File: src/rtl/gemm_tile_packer_if.sv
// Stream-in / SRAM-write bundle of the GeMM tile packer.
//   in_data_i/in_valid_i/in_ready_o : element-serial signed operand stream
//   sram_addr_o/sram_wdata_o/sram_we_o : wide tile-word SRAM write port
// slave  : the packer (consumes the stream, drives the SRAM port)
// master : the stream producer / SRAM-side observer
interface gemm_tile_packer_if #(
  parameter int unsigned InDataWidth = 8,
  parameter int unsigned AddrWidth   = 16,
  parameter int unsigned WordWidth   = 128
);
  logic signed [InDataWidth-1:0] in_data_i;
  logic                          in_valid_i;
  logic                          in_ready_o;
  logic [AddrWidth-1:0]          sram_addr_o;
  logic [WordWidth-1:0]          sram_wdata_o;
  logic                          sram_we_o;

  modport master (
    output in_data_i, in_valid_i,
    input  in_ready_o, sram_addr_o, sram_wdata_o, sram_we_o
  );

  modport slave (
    input  in_data_i, in_valid_i,
    output in_ready_o, sram_addr_o, sram_wdata_o, sram_we_o
  );
endinterface

File: src/rtl/gemm_tile_packer.sv
// Packs TileRows*TileCols consecutive stream elements into one wide tile
// word and writes one word per SRAM address starting at a base address.
//   clk_i, rst_ni     : clock, synchronous active-low reset
//   start_i           : start a transfer (sampled only in IDLE)
//   base_addr_i       : first SRAM address, latched with start_i
//   num_tiles_i       : number of tile words, latched with start_i
//   busy_o            : transfer in progress (FILL/WRITE/DONE)
//   done_o            : one-cycle completion pulse
//   bus (slave)       : element stream in, SRAM write port out
// Stream element j lands in word slice j; the packer is layout-agnostic.
module gemm_tile_packer #(
  parameter int unsigned InDataWidth = 8,
  parameter int unsigned AddrWidth   = 16,
  parameter int unsigned TileRows    = 4,
  parameter int unsigned TileCols    = 4
) (
  input  logic                 clk_i,
  input  logic                 rst_ni,
  input  logic                 start_i,
  input  logic [AddrWidth-1:0] base_addr_i,
  input  logic [AddrWidth-1:0] num_tiles_i,
  output logic                 busy_o,
  output logic                 done_o,
  gemm_tile_packer_if.slave    bus
);

  localparam int unsigned TileElems = TileRows * TileCols;
  localparam int unsigned WordWidth = InDataWidth * TileElems;
  localparam int unsigned ElemCntW  = (TileElems > 1) ? $clog2(TileElems) : 1;

  typedef enum logic [1:0] {
    IDLE,
    FILL,
    WRITE,
    DONE
  } state_e;

  state_e                state_q, state_d;
  logic [ElemCntW-1:0]   elem_cnt_q, elem_cnt_d;
  logic [AddrWidth-1:0]  tile_cnt_q, tile_cnt_d;
  logic [AddrWidth-1:0]  base_q, base_d;
  logic [AddrWidth-1:0]  num_q, num_d;
  logic [WordWidth-1:0]  buf_q, buf_d;
  logic [AddrWidth-1:0]  addr_q, addr_d;
  logic [WordWidth-1:0]  wdata_q, wdata_d;

  always_comb begin
    state_d    = state_q;
    elem_cnt_d = elem_cnt_q;
    tile_cnt_d = tile_cnt_q;
    base_d     = base_q;
    num_d      = num_q;
    buf_d      = buf_q;
    addr_d     = addr_q;
    wdata_d    = wdata_q;

    unique case (state_q)
      IDLE: begin
        if (start_i) begin
          base_d     = base_addr_i;
          num_d      = num_tiles_i;
          elem_cnt_d = '0;
          tile_cnt_d = '0;
          state_d    = (num_tiles_i != '0) ? FILL : DONE;
        end
      end
      FILL: begin
        if (bus.in_valid_i) begin
          for (int unsigned j = 0; j < TileElems; j++) begin
            if (elem_cnt_q == ElemCntW'(j)) begin
              buf_d[j*InDataWidth +: InDataWidth] = bus.in_data_i;
            end
          end
          if (elem_cnt_q == ElemCntW'(TileElems - 1)) begin
            elem_cnt_d = '0;
            state_d    = WRITE;
            // Word and address are captured on entry to WRITE so the SRAM
            // port holds its last values outside WRITE while buf_q refills.
            wdata_d    = buf_d;
            addr_d     = base_q + tile_cnt_q;
          end else begin
            elem_cnt_d = elem_cnt_q + ElemCntW'(1);
          end
        end
      end
      WRITE: begin
        if (tile_cnt_q == num_q - AddrWidth'(1)) begin
          state_d = DONE;
        end else begin
          tile_cnt_d = tile_cnt_q + AddrWidth'(1);
          state_d    = FILL;
        end
      end
      DONE: begin
        state_d = IDLE;
      end
      default: begin
        state_d = IDLE;
      end
    endcase
  end

  always_ff @(posedge clk_i) begin
    if (!rst_ni) begin
      state_q    <= IDLE;
      elem_cnt_q <= '0;
      tile_cnt_q <= '0;
      base_q     <= '0;
      num_q      <= '0;
      buf_q      <= '0;
      addr_q     <= '0;
      wdata_q    <= '0;
    end else begin
      state_q    <= state_d;
      elem_cnt_q <= elem_cnt_d;
      tile_cnt_q <= tile_cnt_d;
      base_q     <= base_d;
      num_q      <= num_d;
      buf_q      <= buf_d;
      addr_q     <= addr_d;
      wdata_q    <= wdata_d;
    end
  end

  assign bus.in_ready_o   = (state_q == FILL);
  assign bus.sram_we_o    = (state_q == WRITE);
  assign bus.sram_addr_o  = addr_q;
  assign bus.sram_wdata_o = wdata_q;
  assign busy_o           = (state_q != IDLE);
  assign done_o           = (state_q == DONE);

endmodule
File: src/flat_wrapper.sv
// flat-port wrapper written by rule: the top's interface ports become plain ports
module gemm_tile_packer_flat 
#(
  parameter int unsigned InDataWidth = 8,
  parameter int unsigned AddrWidth   = 16,
  parameter int unsigned TileRows    = 4,
  parameter int unsigned TileCols    = 4
)
  (clk_i, rst_ni, start_i, base_addr_i, num_tiles_i, busy_o, done_o, bus_in_data_i, bus_in_valid_i, bus_in_ready_o, bus_sram_addr_o, bus_sram_wdata_o, bus_sram_we_o);
  gemm_tile_packer_if #(.InDataWidth(InDataWidth), .AddrWidth(AddrWidth)) bus_i ();
  input  logic clk_i;
  input  logic rst_ni;
  input  logic start_i;
  input  logic [AddrWidth-1:0] base_addr_i;
  input  logic [AddrWidth-1:0] num_tiles_i;
  output logic busy_o;
  output logic done_o;
  input wire logic [$bits(bus_i.in_data_i)-1:0] bus_in_data_i;
  input wire logic [$bits(bus_i.in_valid_i)-1:0] bus_in_valid_i;
  output wire logic [$bits(bus_i.in_ready_o)-1:0] bus_in_ready_o;
  output wire logic [$bits(bus_i.sram_addr_o)-1:0] bus_sram_addr_o;
  output wire logic [$bits(bus_i.sram_wdata_o)-1:0] bus_sram_wdata_o;
  output wire logic [$bits(bus_i.sram_we_o)-1:0] bus_sram_we_o;
  assign bus_i.in_data_i = bus_in_data_i;
  assign bus_i.in_valid_i = bus_in_valid_i;
  assign bus_in_ready_o = bus_i.in_ready_o;
  assign bus_sram_addr_o = bus_i.sram_addr_o;
  assign bus_sram_wdata_o = bus_i.sram_wdata_o;
  assign bus_sram_we_o = bus_i.sram_we_o;
  gemm_tile_packer #(.InDataWidth(InDataWidth), .AddrWidth(AddrWidth), .TileRows(TileRows), .TileCols(TileCols)) u_core (.clk_i(clk_i), .rst_ni(rst_ni), .start_i(start_i), .base_addr_i(base_addr_i), .num_tiles_i(num_tiles_i), .busy_o(busy_o), .done_o(done_o), .bus(bus_i));
endmodule
File: config.mk
export PLATFORM = sky130hd
export DESIGN_NAME = gemm_tile_packer_flat
export DESIGN_NICKNAME = d
export VERILOG_FILES = /design/src/rtl/gemm_tile_packer_if.sv /design/src/rtl/gemm_tile_packer.sv /design/src/flat_wrapper.sv
export SDC_FILE = /design/constraint.sdc
export NUM_CORES = 1
export LEC_CHECK = 0
export ABC_AREA = 1
export ABC_CLOCK_PERIOD_IN_PS = 3300
export CORE_MARGIN = 3
export CORE_UTILIZATION = 40
export DETAILED_ROUTE_END_ITERATION = 10
export PLACE_DENSITY = 0.68
export RECOVER_POWER = 100
export SLEW_MARGIN = 0
export SYNTH_ARGS = -nofsm -noshare
export SYNTH_HDL_FRONTEND = slang
export SYNTH_SLANG_ARGS = --single-unit
export TNS_END_PERCENT = 10
File: constraint.sdc
create_clock -name clk_i -period 3.3 [get_ports clk_i]
set_input_delay 0.33 -clock clk_i [delete_from_list [all_inputs] [get_ports clk_i]]
set_output_delay 0.33 -clock clk_i [all_outputs]
set_load 0.01 [all_outputs]
==> flow_metrics.env <==
export IMPL_status="finished clean"
export IMPL_drc=0
export IMPL_internal_power_mw=7.23
export IMPL_vias_per_cell=5.08
export IMPL_fillers=3481
export IMPL_clkSinkCount=318
export IMPL_p_comb_share_pct=12.5
export IMPL_synth_fp_nets=2060
export IMPL_tritoncts="done"
export IMPL_p_sw_share_pct=25.9
export IMPL_fp_row_count=69
export IMPL_start_kind="flip-flop"
export IMPL_hpwl_um=26800
export IMPL_ir_worst_vdd_uv=314
export IMPL_place_inst=2537
export IMPL_crit_buf_inv=3
export IMPL_ys_top_cells_by_count="318 x dfxtp_1, 300 x nand2_1, 288 x inv_1, 259 x o21ai_0, 198 x a21oi_1"
export IMPL_synth_top_area_share_pct=43.9
export IMPL_met3_length_um=1870
export IMPL_fin_crit_ns=2.66
export IMPL_reg2reg_setup_slack_ns=0.68
export IMPL_cts_resized=0
export IMPL_p_leak_nw=8.23
export IMPL_num_vias=13200
export IMPL_grt_use_total_pct=20.2
export IMPL_skew_ns=0.0186
export IMPL_initial_core_util_pct=40.7
export IMPL_clkTransAtPathRegs_ns=0.06
export IMPL_grt_pass1_wl_um=64500
export IMPL_worst_path_max_fanout=5
export IMPL_ctsLongestPathBuffers=3
export IMPL_pin_count=192
export IMPL_fp_dieW_um=196
export IMPL_overflow=0
export IMPL_rr_worst_depth=8
export IMPL_cap_violations=0
export IMPL_pwr_share_seq_pct=42.8
export IMPL_setup_ws_ns=0.639
export IMPL_finalPower_mw=9.75
export IMPL_hold_viol=0
export IMPL_cp_endpoint="bus_in_ready_o"
export IMPL_layout_drive_gt1_share_pct=5.05
export IMPL_clk_latency_ns=0.51
export IMPL_setup_viol=0
export IMPL_r2r_end="u_core.bus.sram_addr_o[8]$_SDFFE_PN0P_"
export IMPL_wl_um=40200
export IMPL_grt_max_degree=105
export IMPL_yosysMostFrequentCell="dfxtp_1"
export IMPL_max_freq_mhz=376
export IMPL_route_top_layer_used="met5"
export IMPL_async_flop_share_pct=0
export IMPL_path_delay_family="buffers and inverters"
export IMPL_post_drt_wl_per_cell_um=15.4
export IMPL_synth_edf_count=0
export IMPL_critPathKind="flip-flop to output pin"
export IMPL_grt_antenna_before_repair=1
export IMPL_slowest_stage="clkdlybuf4s50_1"
export IMPL_multi_input_area_mm2=0.00642
export IMPL_port_buffers=191
export IMPL_fin_crit_sh_pct=80.6
export IMPL_cts_root_buffer="clkbuf_16"
export IMPL_grt_pass1_vias=12500
export IMPL_finalNetCount=2180
export IMPL_setup_worst_path_start="u_core.state_q[0]$_SDFFE_PN0P_"
export IMPL_instances_no_fill=2601
export IMPL_worstPathArrival_ns=2.33
export IMPL_yosysWarnings=0
export IMPL_core_area_mm2=0.0357
export IMPL_synth_cells=1994
export IMPL_syn_to_final_growth_pct=23.4
export IMPL_fin_tns_setup_ns=0
export IMPL_drtAntennaViolNets=0
export IMPL_clock_power_share_pct=44.7
export IMPL_pre_cts_ws_ns=0.935
export IMPL_gp_congestion=0.885
export IMPL_wl_met2_um=19300
export IMPL_ys_types=43
export IMPL_hold_class="input pin to flip-flop"
export IMPL_syn_cell_area_mm2=0.0145
export IMPL_die_y_um=196
export IMPL_yosys_area_top_type="dfxtp_1"
export IMPL_cts_hold_buf=0
export IMPL_critPathMaxStageDelay_ns=0.63
export IMPL_diodes=0
export IMPL_drt_met1_wl_um=18300
export IMPL_cp_depth=4
export IMPL_drt_pass1_iter_count=7
export IMPL_ys_flop_type="dfxtp_1"
export IMPL_power_density_mw_per_mm2=545
export IMPL_grt_setup_unrepaired="no"
export IMPL_cts_buffers=36
export IMPL_worstMarginPinSlew_ns=1.07
export IMPL_reg2reg_from="u_core.state_q[0]$_SDFFE_PN0P_"
export IMPL_maxSlewViolCount=0
export IMPL_crit_chain="inv_1 > nor2_1 > clkbuf_1 > clkdlybuf4s50_1"
export IMPL_critical_path_required_ns=2.97
export IMPL_syn_avg_cell_area_um2=7.27
export IMPL_switching_power_mw=2.53
export IMPL_cp_end_kind="output pin"
export IMPL_synth_yosys_seq_area_share_pct=43.9
export IMPL_drt_iter0_markers=812
export IMPL_synth_area_top_cells="dfxtp_1 44%, o21ai_0 8.9%, nand2_1 7.8%"
export IMPL_seq_area_mm2=0.00637
export IMPL_die_area_mm2=0.0386
export IMPL_post_cts_buffers=0
export IMPL_cts_max_level=2
export IMPL_slew_headroom_pct=28.8
export IMPL_synth_seq_cells=318
-- tightest hold or removal path: stages --
cell     delay (ns)
buf_6          0.29
o21ai_0        0.16
a21oi_1        0.05
-- registers in the layout, indices dropped and copies added (netlist names) --
register and flops:
u_core.base_q 16, u_core.buf_q 120, u_core.bus.sram_addr_o 16, u_core.bus.sram_wdata_o 128
u_core.elem_cnt_q 4, u_core.num_q 16, u_core.state_q 2, u_core.tile_cnt_q 16
-- per-stage QoR --
stage	util, %	hold WS [ns]	instance area [µm²]
5_1_grt	50.2	0.395	17900
4_1_cts	50.4	0.368	18000
3_5_place_dp	46.8	0.480	16700
2_1_floorplan	-	0.458	14500
3_3_place_gp	46.8	0.474	16700
6_report	50.2	0.379	17900
-- logic make-up after synthesis --
kind of cell               Yosys count  synth area share, %
xor gates and xnor gates            36                 2.17
buffers and inverters              422                 11.6
AOI/OAI and AO/OA                  608                 23.6
adders and majority gates           22                 1.95
DFF                                318                 43.9
and+or+nand+nor                    588                 16.7
-- cell type report --
type | instances | area share (%)
tap | 461 | 3.22
clock buffer | 49 | 5.81
inverter | 293 | 6.17
clock inverter | 15 | 1.50
timing repair buffer | 211 | 11.8
multi-input combinational | 1254 | 35.9
sequential | 318 | 35.6
-- worst min path at each step --
| stage | from | endpoint | slack (ns) | depth (start not counted) |
|---|---|---|---|---|
| floorplan | num_tiles_i[13] | u_core.num_q[13]$_SDFFE_PN0P_ | 0.46 | 2 |
| global placement | u_core.bus.sram_wdata_o[124]$_SDFFE_PN0P_ | u_core.bus.sram_wdata_o[124]$_SDFFE_PN0P_ | 0.47 | 2 |
| detailed placement | u_core.buf_q[58]$_SDFFE_PN0P_ | u_core.buf_q[58]$_SDFFE_PN0P_ | 0.48 | 2 |
| CTS | rst_ni | u_core.tile_cnt_q[0]$_SDFFE_PN0P_ | 0.37 | 3 |
| global route | num_tiles_i[13] | u_core.num_q[13]$_SDFFE_PN0P_ | 0.39 | 3 |
| finish | rst_ni | u_core.bus.sram_wdata_o[82]$_SDFFE_PN0P_ | 0.38 | 3 |
-- power by group through the flow --
stage	registers, mW	clock network, mW	logic [mW]
6_report	4.17	4.36	1.22
5_1_grt	4.19	4.61	1.40
4_1_cts	4.17	4.45	1.24
3_5_place_dp	4.25	0	1.23
3_3_place_gp	4.24	0	1.19
2_1_floorplan	4.22	0	0.918
-- metal layers --
| metal | up-vias | global-route usage [%] |
|---|---|---|
| met1 | 6138 | 26.7 |
| met4 | 2 | 4.22 |
| met3 | 55 | 3.01 |
| met5 | - | 0 |
| met2 | 280 | 35.2 |
| li1 | 6743 | - |
-- layout by cell type, fill, tap and decap left out, drive strengths merged, types with 7 or more instances in the layout --
master	instances
buf	14
clkdlybuf4s50	44
ha	21
dlygate4sd3	146
inv	293
a21oi	209
nor3	9
xor2	25
bufinv	7
o211ai	123
clkinv	7
dfxtp	318
nand3	58
o21ai	261
nor2	190
nand4	8
xnor2	11
clkbuf	56
nand2	313
(Power assumes the default switching activity.)
